File: src/rtl/enc_bit_serializer.sv
// Pops {data, size, start} words from the encoder FIFO, rebuilds code-block framing
// and streams each byte MSB-first to the turbo encoder under a valid/ready handshake.
module enc_bit_serializer #(
  parameter int K_SMALL_BYTES = 132,
  parameter int K_LARGE_BYTES = 768
) (
  input  logic       clk,
  input  logic       reset,
  input  logic [9:0] q_enc_fifo,
  input  logic       empty_enc_fifo,
  output logic       rreq_enc_fifo,
  input  logic       enc_ready,
  output logic       bit_out,
  output logic       bit_valid,
  output logic       bit_sop,
  output logic       bit_eop,
  output logic       k_sel,
  output logic       err_frame
);

  localparam int DATA_W = 8;
  localparam int BC_W   = 10;

  typedef enum logic {
    ST_IDLE   = 1'b0,
    ST_IN_BLK = 1'b1
  } state_t;

  logic              pend_p0;
  logic [DATA_W+1:0] nxt_p1;
  logic              vld_p1;
  logic [DATA_W-1:0] sh_p2;
  logic [2:0]        idx_p2;
  logic              vld_p2;
  logic              sop_p2;
  logic              eop_p2;
  state_t            state;
  logic [BC_W-1:0]   bc;

  logic              xfer;
  logic              last_xfer;
  logic              take;
  logic              w_start;
  logic              w_size;
  logic [DATA_W-1:0] w_data;
  logic              w_eop;
  logic              do_drop;
  logic              do_load;
  logic              early_start;
  logic [BC_W-1:0]   bc_inc;

  logic [DATA_W-1:0] sh_n;
  logic [2:0]        idx_n;
  logic              vld_n;
  logic              sop_n;
  logic              eop_n;

  // Index of the final byte of a block for a given size code.
  function automatic logic [BC_W-1:0] last_bc(input logic ksel);
    last_bc = ksel ? BC_W'(K_LARGE_BYTES - 1) : BC_W'(K_SMALL_BYTES - 1);
  endfunction

  // Stage p0: issue a read only when nothing is in flight and the prefetch slot is free.
  assign rreq_enc_fifo = !empty_enc_fifo && !pend_p0 && !vld_p1 && !reset;

  // Stage p1 -> p2 hand-off: framing decisions are made on the byte leaving nxt.
  assign xfer        = vld_p2 && enc_ready;
  assign last_xfer   = xfer && (idx_p2 == 3'd0);
  assign take        = vld_p1 && (!vld_p2 || last_xfer);
  assign w_start     = nxt_p1[0];
  assign w_size      = nxt_p1[1];
  assign w_data      = nxt_p1[DATA_W+1:2];
  assign bc_inc      = bc + 1'b1;
  assign w_eop       = w_start ? (last_bc(w_size) == '0) : (bc_inc == last_bc(k_sel));
  assign do_drop     = take && (state == ST_IDLE) && !w_start;
  assign do_load     = take && !do_drop;
  assign early_start = take && (state == ST_IN_BLK) && w_start;

  always_comb begin
    sh_n  = sh_p2;
    idx_n = idx_p2;
    vld_n = vld_p2;
    sop_n = sop_p2;
    eop_n = eop_p2;
    if (do_load) begin
      sh_n  = w_data;
      idx_n = 3'd7;
      vld_n = 1'b1;
      sop_n = w_start;
      eop_n = w_eop;
    end else if (last_xfer) begin
      vld_n = 1'b0;
    end else if (xfer) begin
      idx_n = idx_p2 - 3'd1;
    end
  end

  assign bit_valid = vld_p2;

  always_ff @(posedge clk) begin
    if (reset) begin
      pend_p0   <= 1'b0;
      nxt_p1    <= '0;
      vld_p1    <= 1'b0;
      sh_p2     <= '0;
      idx_p2    <= '0;
      vld_p2    <= 1'b0;
      sop_p2    <= 1'b0;
      eop_p2    <= 1'b0;
      state     <= ST_IDLE;
      bc        <= '0;
      k_sel     <= 1'b0;
      err_frame <= 1'b0;
      bit_out   <= 1'b0;
      bit_sop   <= 1'b0;
      bit_eop   <= 1'b0;
    end else begin
      // Stage p0 -> p1: FIFO data is valid the cycle after the request.
      pend_p0 <= rreq_enc_fifo;
      if (pend_p0) begin
        nxt_p1 <= q_enc_fifo;
        vld_p1 <= 1'b1;
      end else if (take) begin
        vld_p1 <= 1'b0;
      end

      // Stage p2: shift register and its registered bit-level outputs.
      sh_p2   <= sh_n;
      idx_p2  <= idx_n;
      vld_p2  <= vld_n;
      sop_p2  <= sop_n;
      eop_p2  <= eop_n;
      bit_out <= vld_n && sh_n[idx_n];
      bit_sop <= vld_n && sop_n && (idx_n == 3'd7);
      bit_eop <= vld_n && eop_n && (idx_n == 3'd0);

      err_frame <= do_drop || early_start;
      if (do_load) begin
        if (w_start) begin
          // A start byte always opens a fresh block, even if one was in progress.
          k_sel <= w_size;
          bc    <= '0;
          state <= w_eop ? ST_IDLE : ST_IN_BLK;
        end else begin
          bc <= bc_inc;
          if (w_eop) begin
            state <= ST_IDLE;
          end
        end
      end
    end
  end

endmodule

File: config.mk
export PLATFORM = sky130hd
export DESIGN_NAME = enc_bit_serializer
export DESIGN_NICKNAME = d
export VERILOG_FILES = /design/src/rtl/enc_bit_serializer.sv
export SDC_FILE = /design/constraint.sdc
export NUM_CORES = 1
export LEC_CHECK = 0
export BUFFER_PORTS_ARGS = -buffer_cell sky130_fd_sc_hd__buf_2
export CORE_MARGIN = 5
export CORE_UTILIZATION = 30
export CTS_CLUSTER_DIAMETER = 100
export DETAILED_ROUTE_END_ITERATION = 6
export GPL_ROUTABILITY_DRIVEN = 0
export PLACE_DENSITY = 0.5
export RECOVER_POWER = 25
export SETUP_SLACK_MARGIN = 0.4
export SLEW_MARGIN = 20
export SYNTH_ARGS = -nofsm -noshare
export SYNTH_HDL_FRONTEND = slang
export SYNTH_SLANG_ARGS = --single-unit
File: constraint.sdc
create_clock -name clk -period 4.75 [get_ports clk]
set_input_delay 0 -clock clk [delete_from_list [all_inputs] [get_ports clk]]
set_output_delay 0 -clock clk [all_outputs]
set_load 0.01 [all_outputs]
# ---- Word-level counts from Yosys, hierarchy flattened
# Index checks and enable logic that the tools add are counted.
dict set report word_totals {
  register_bits 42
}
dict set report classes {
  bitwise 1
  n_lt_le_gt_ge 1
  n_mux 19
  eq_ne 2
  add_sub_neg 2
  reduce_logical 32
}
# cell count
set op_table {}
lappend op_table {{$mux 10} 3}
lappend op_table {{$logic_and 1x1->1} 16}
lappend op_table {{$mux 1} 11}
lappend op_table {{$add 10x1->10 const B} 1}
lappend op_table {{$eq 10x10->1} 1}
lappend op_table {{$logic_not 10->1} 1}
lappend op_table {{$mux 3} 3}
lappend op_table {{$mux 8} 1}
lappend op_table {{$logic_not 1->1} 7}
lappend op_table {{$logic_not 3->1} 2}
lappend op_table {{$lt 3x4->1 const B} 1}
lappend op_table {{$reduce_and 2->1} 2}
lappend op_table {{$reduce_bool 2->1} 2}
lappend op_table {{$bmux 1 s3} 1}
lappend op_table {{$eq 3x3->1 const B} 1}
lappend op_table {{$sub 3x1->3 const B} 1}
lappend op_table {{$logic_or 1x1->1} 2}
lappend op_table {{$not 1->1} 1}

# ---- Depth between registers and ports, before layout
dict set report depth {
  ltp_word 12
  depth_mapped 9
}

# ---- Least setup slack after synthesis
# OpenSTA, ideal clock, no wires.
dict set report synth_timing {
  kind {flip-flop to flip-flop}
  from {register idx_p2[0]}
  to {register bit_out}
  path_stages_with_launch 10
  arrival_ps 2013
  slack_ps 2667
  period_less_slack_ps 2083
  cell_sequence {dfxtp_1 > clkbuf_1 > inv_1 > ha_1 > nor2b_1 > or2_1 > mux4_2 > nor2_1 > a31oi_1 > a21oi_1}
}
dict set report synth_between {
  elab_chain_cells 12
  word_cells_on_any_way 18
  classes_between {add/sub: 1; mux: 8; reduce/logical: 9}
}
# element line_no
set synth_rtl {}
lappend synth_rtl {{start: declaration} 33} ;# logic [2:0] idx_p2;
lappend synth_rtl {{start signal: assignment} 129} ;# idx_p2 <= idx_n;
lappend synth_rtl {{branches (longest 11 deep; another with $sub 3x1->3)} --}
lappend synth_rtl {{$logic_and 1x1->1 *} 133} ;# bit_out <= vld_n && sh_n[idx_n];
lappend synth_rtl {{end signal: assignment} 133}
lappend synth_rtl {{end: declaration} 13} ;# output logic bit_out,
# Every way passes the cells marked *. The select of a mux whose other input is x is not followed.
# A chain may end at the register's enable or synchronous reset.

# ---- Worst setup path after layout
dict set report layout_timing {
  from {register idx_p2[0]}
  to {register bc[9]}
}
dict set report layout_between {
  elab_chain_cells 8
}
# element line_no
set layout_rtl {}
lappend layout_rtl {{$logic_not 3->1 *} 68} ;# assign last_xfer = xfer && (idx_p2 == 3'd0);
lappend layout_rtl {{$logic_and 1x1->1 *} 68}
lappend layout_rtl {{$logic_or 1x1->1 *} 69} ;# assign take = vld_p1 && (!vld_p2 || last_xfer);
lappend layout_rtl {{$logic_and 1x1->1 *} 69}
lappend layout_rtl {{$logic_and 1x1->1 (2 in series)} 75} ;# assign do_drop = take && (state == ST_IDLE) && !w_start;
lappend layout_rtl {{$logic_not 1->1} 76} ;# assign do_load = take && !do_drop;
lappend layout_rtl {{$logic_and 1x1->1 *} 76}
lappend layout_rtl {{end signal: assignment} 145} ;# bc <= bc_inc;
lappend layout_rtl {{end: declaration} 38} ;# logic [BC_W-1:0] bc;
# Mark *: on every way between the ends. The rest lies on a longest branch, timed or not.

==> results.yml <==
status:
  outcome: "finished, final reports clean"
critical_path:
  worstPathMaxFanout: 22
  reg2reg_depth: 7
  end_kind: "flop"
  rrSetupSlack_ps: 2410
  crit_path_cell_trace: "inv_1 -> ha_1 -> nand3b_1 -> a211o_1 -> nor2_1 -> a22oi_1 -> nor2_1"
  crit_arrival_ps: 2500
  crit_type: "reg2reg"
  cp.required_ps: 4910
  slowest_stage: "a211o_1"
  max_stage_delay_ps: 590
  cp_common_cell: "nor2_1"
  start_kind: "flop"
  r2r_end: "bc[9]$_SDFFE_PP0N_"
  worstReg2RegStart: "idx_p2[0]$_SDFF_PP0_"
die:
  rows: 30
  initial_core_util_pct: 30.63
  io_pins: 21
  die_area_um2: 8617
  dieWidth_um: 92.83
  die_height_um: 92.83
  core_um2: 6719
synthesis:
  synth.area.top_cells: "dfxtp_1 (41%), mux2i_1 (8.3%), a21oi_1 (7.3%)"
  synthesis.instances: 248
  synth_nets: 266
  yosysTopAreaCell: "dfxtp_1"
  yosys_warnings: 0
  synth_area_um2: 2058
  ys_ff_latch: 42
  synth.yosys.seq_area_share_pct: 40.85
  ys_types: 42
  synth_top_area_share_pct: 40.85
  synth.avg_cell_area_um2: 8.299
  synth_enable_flop_cells: 0
  async_reset_ff_share_pct: 0
  synth_ff_type: "dfxtp_1"
cells_and_area:
  fin_nets: 287
  diodes: 0
  final_util_pct: 36.24
  area_delta_synth_final_pct: 18.30
  fillers: 713
  finalNonFillerCells: 350
  drive_above_1_share_pct: 10.74
  final_cell_mix: "dfxtp_1 (42), a21oi_1 (30), nor2_1 (24), nand2_1 (24), mux2i_1 (17)"
  final_common_cell: "dfxtp_1"
timing:
  rsz0062_at_grt: "false"
  finClkSkew_ps: 6.036
  post-route-min-period_ps: 2341
  fmax_mhz: 427.1
  relSlewSlack_pct: 50.09
  drv_slew: 0
  hold_viol: 0
  finalSetupTns_ps: 0
  worst_pin_slew_ps: 747.7
  setup_viol: 0
  finalCritPeriodShare_pct: 49.29
grt:
  grt_max_degree: 41
  overflow: 0
  grt_pass1_wl_mm: 7.962
  antenna_found_initial: 0
  grtUsageTotal_pct: 11.36
  grt_pass1_vias: 1658
pwr:
  seqPwrFrac_pct: 48.8
  intPower_w: 0.0006006
  switchingPower_w: 0.0001503
  combPwrFrac_pct: 4.6
  powerDensity_nw_per_um2: 308.4
  vdd_ir_drop_max_v: 0.0001577
  p_leak_nw: 0.8282
  switching_share_pct: 20.02
  share_clk_of_total_power_pct: 46.5
routing:
  viasPerCell: 5.111
  ant_nets: 0
  num_vias: 1789
  drc: 0
  wire_per_inst_um: 13.16
  drtPass1Iterations: 4
  wl_mm: 4.605
  drt_iter0_markers: 113
min_path:
  hp-start: "enc_ready"
  min-delay-path-class: "in2reg"
  hold_end: "vld_p1$_SDFFE_PP0P_"
  holdPathStages: 4
placed_design:
  portBuffers: 20
  dp_hpwl_mm: 3.155
  dp_cells: 331
clock_tree:
  clk_latency_ps: 290
  worst_setup_hold_path_clk_slew_ps: 80
  htree_levels: 2
  cts_root_buffer: "clkbuf_8"
  cts_tree: "done"
  cts_sinks: 42
  cts_resized: 0
  cts_buffer_depth: 2
  postCtsSetupRepairBufs: 0
  cts_buffers: 5
flow_run:
  cap_violations: 0
-- state kept, by name, summed over array words and instances, names as in the netlist, 3 cells and up --
signal,flops
nxt_p1,10
idx_p2,3
sh_p2,8
bc,10
-- final cells by class --
type	count	area [µm²]	share of cell area, %
Clock buffer	6	82.58	3.392
Clock inverter	2	60.06	2.467
Inverter	9	33.78	1.387
Multi-Input combinational cell	180	1115	45.79
Sequential cell	42	840.8	34.53
Tap cell	80	100.1	4.111
Timing Repair Buffer	31	202.7	8.325
-- per-layer routing --
metal	wire [µm]	part of all wire [%]	vias up	global-route usage, %
li1	-	-	926	-
met1	2474	54	815	16.58
met2	1839	40	42	15.90
met3	214	4.6	6	2.600
met4	76	1.7	0	4.640
met5	0	0	-	0
-- power groups by stage --
stage,registers [W],clock network [W],logic (W)
6_report,0.000367,0.000349,0.0000348
5_1_grt,0.000368,0.000371,0.0000391
4_1_cts,0.000367,0.000360,0.0000353
3_5_place_dp,0.000375,0,0.0000283
3_3_place_gp,0.000375,0,0.0000282
2_1_floorplan,0.000368,0,0.0000234
-- through the flow --
stage           power, W  setup slack [ps]  instance area, µm²  hold slack, ps
2_1_floorplan  0.0003919              2667                2058           50.40
4_1_cts        0.0007622              2401                2442           133.0
3_3_place_gp   0.0004035              2461                2190           185.6
3_5_place_dp   0.0004036              2402                2190           185.0
5_1_grt        0.0007781              2129                2435           197.3
6_report       0.0007509              2409                2435           134.6
-- cell usage after synthesis (2+ instances only) --
cell type / count
mux2i_1: 17
clkbuf_1: 12
nand3_1: 7
buf_2: 4
nand3b_1: 4
nand2_1: 24
a21oi_1: 30
nand4_1: 5
nor2b_1: 4
or3_1: 2
dfxtp_1: 42
nor2_1: 24
xnor2_1: 2
mux2_2: 3
and3_1: 2
ha_1: 4
nor4_1: 2
o21ai_0: 10
a211o_1: 3
inv_1: 9
or4_1: 3
xor2_1: 2
nor3_1: 8
a31oi_1: 7
-- worst max-delay path: cells and delay by family (launching register included) --
kind | cells | cell delay, ps
buf+inv | 1 | 150
compound gates | 2 | 810
fa+ha+maj | 1 | 250
simple gates | 3 | 440
flops | 1 | 540
-- kinds of logic after synthesis --
group	share of synthesized area [%]
AND/OR/NAND/NOR	21.46
AO/OA/AOI/OAI	17.57
flip-flops	40.85
buffers and inverters	4.984
multiplexers	11.00
XOR/XNOR	1.702
adder cells (fa/ha/maj)	2.432
-- worst max-delay path by stage --
stage	from	to	slack (ps)	cells after the start
after global routing	idx_p2[0]$_SDFF_PP0_	eop_p2$_SDFF_PP0_	2130	8
after detailed placement	idx_p2[0]$_SDFF_PP0_	bc[9]$_SDFFE_PP0N_	2400	7
after global placement	idx_p2[0]$_SDFF_PP0_	bc[9]$_SDFFE_PP0N_	2460	7
after floorplan	idx_p2[0]$_SDFF_PP0_	bit_out$_SDFF_PP0_	2670	9
final	idx_p2[0]$_SDFF_PP0_	bc[9]$_SDFFE_PP0N_	2410	7
after CTS	idx_p2[0]$_SDFF_PP0_	bc[9]$_SDFFE_PP0N_	2400	7
-- what timing repair did --
| action | 4_1_cts | 5_1_grt |
|---|---|---|
| hold buffers | 11 | 0 |
| endpoints found under the setup margin | 0 | 0 |
| endpoints found under the hold margin | 11 | 0 |
No activity file was read; power rests on OpenSTA's default activity.
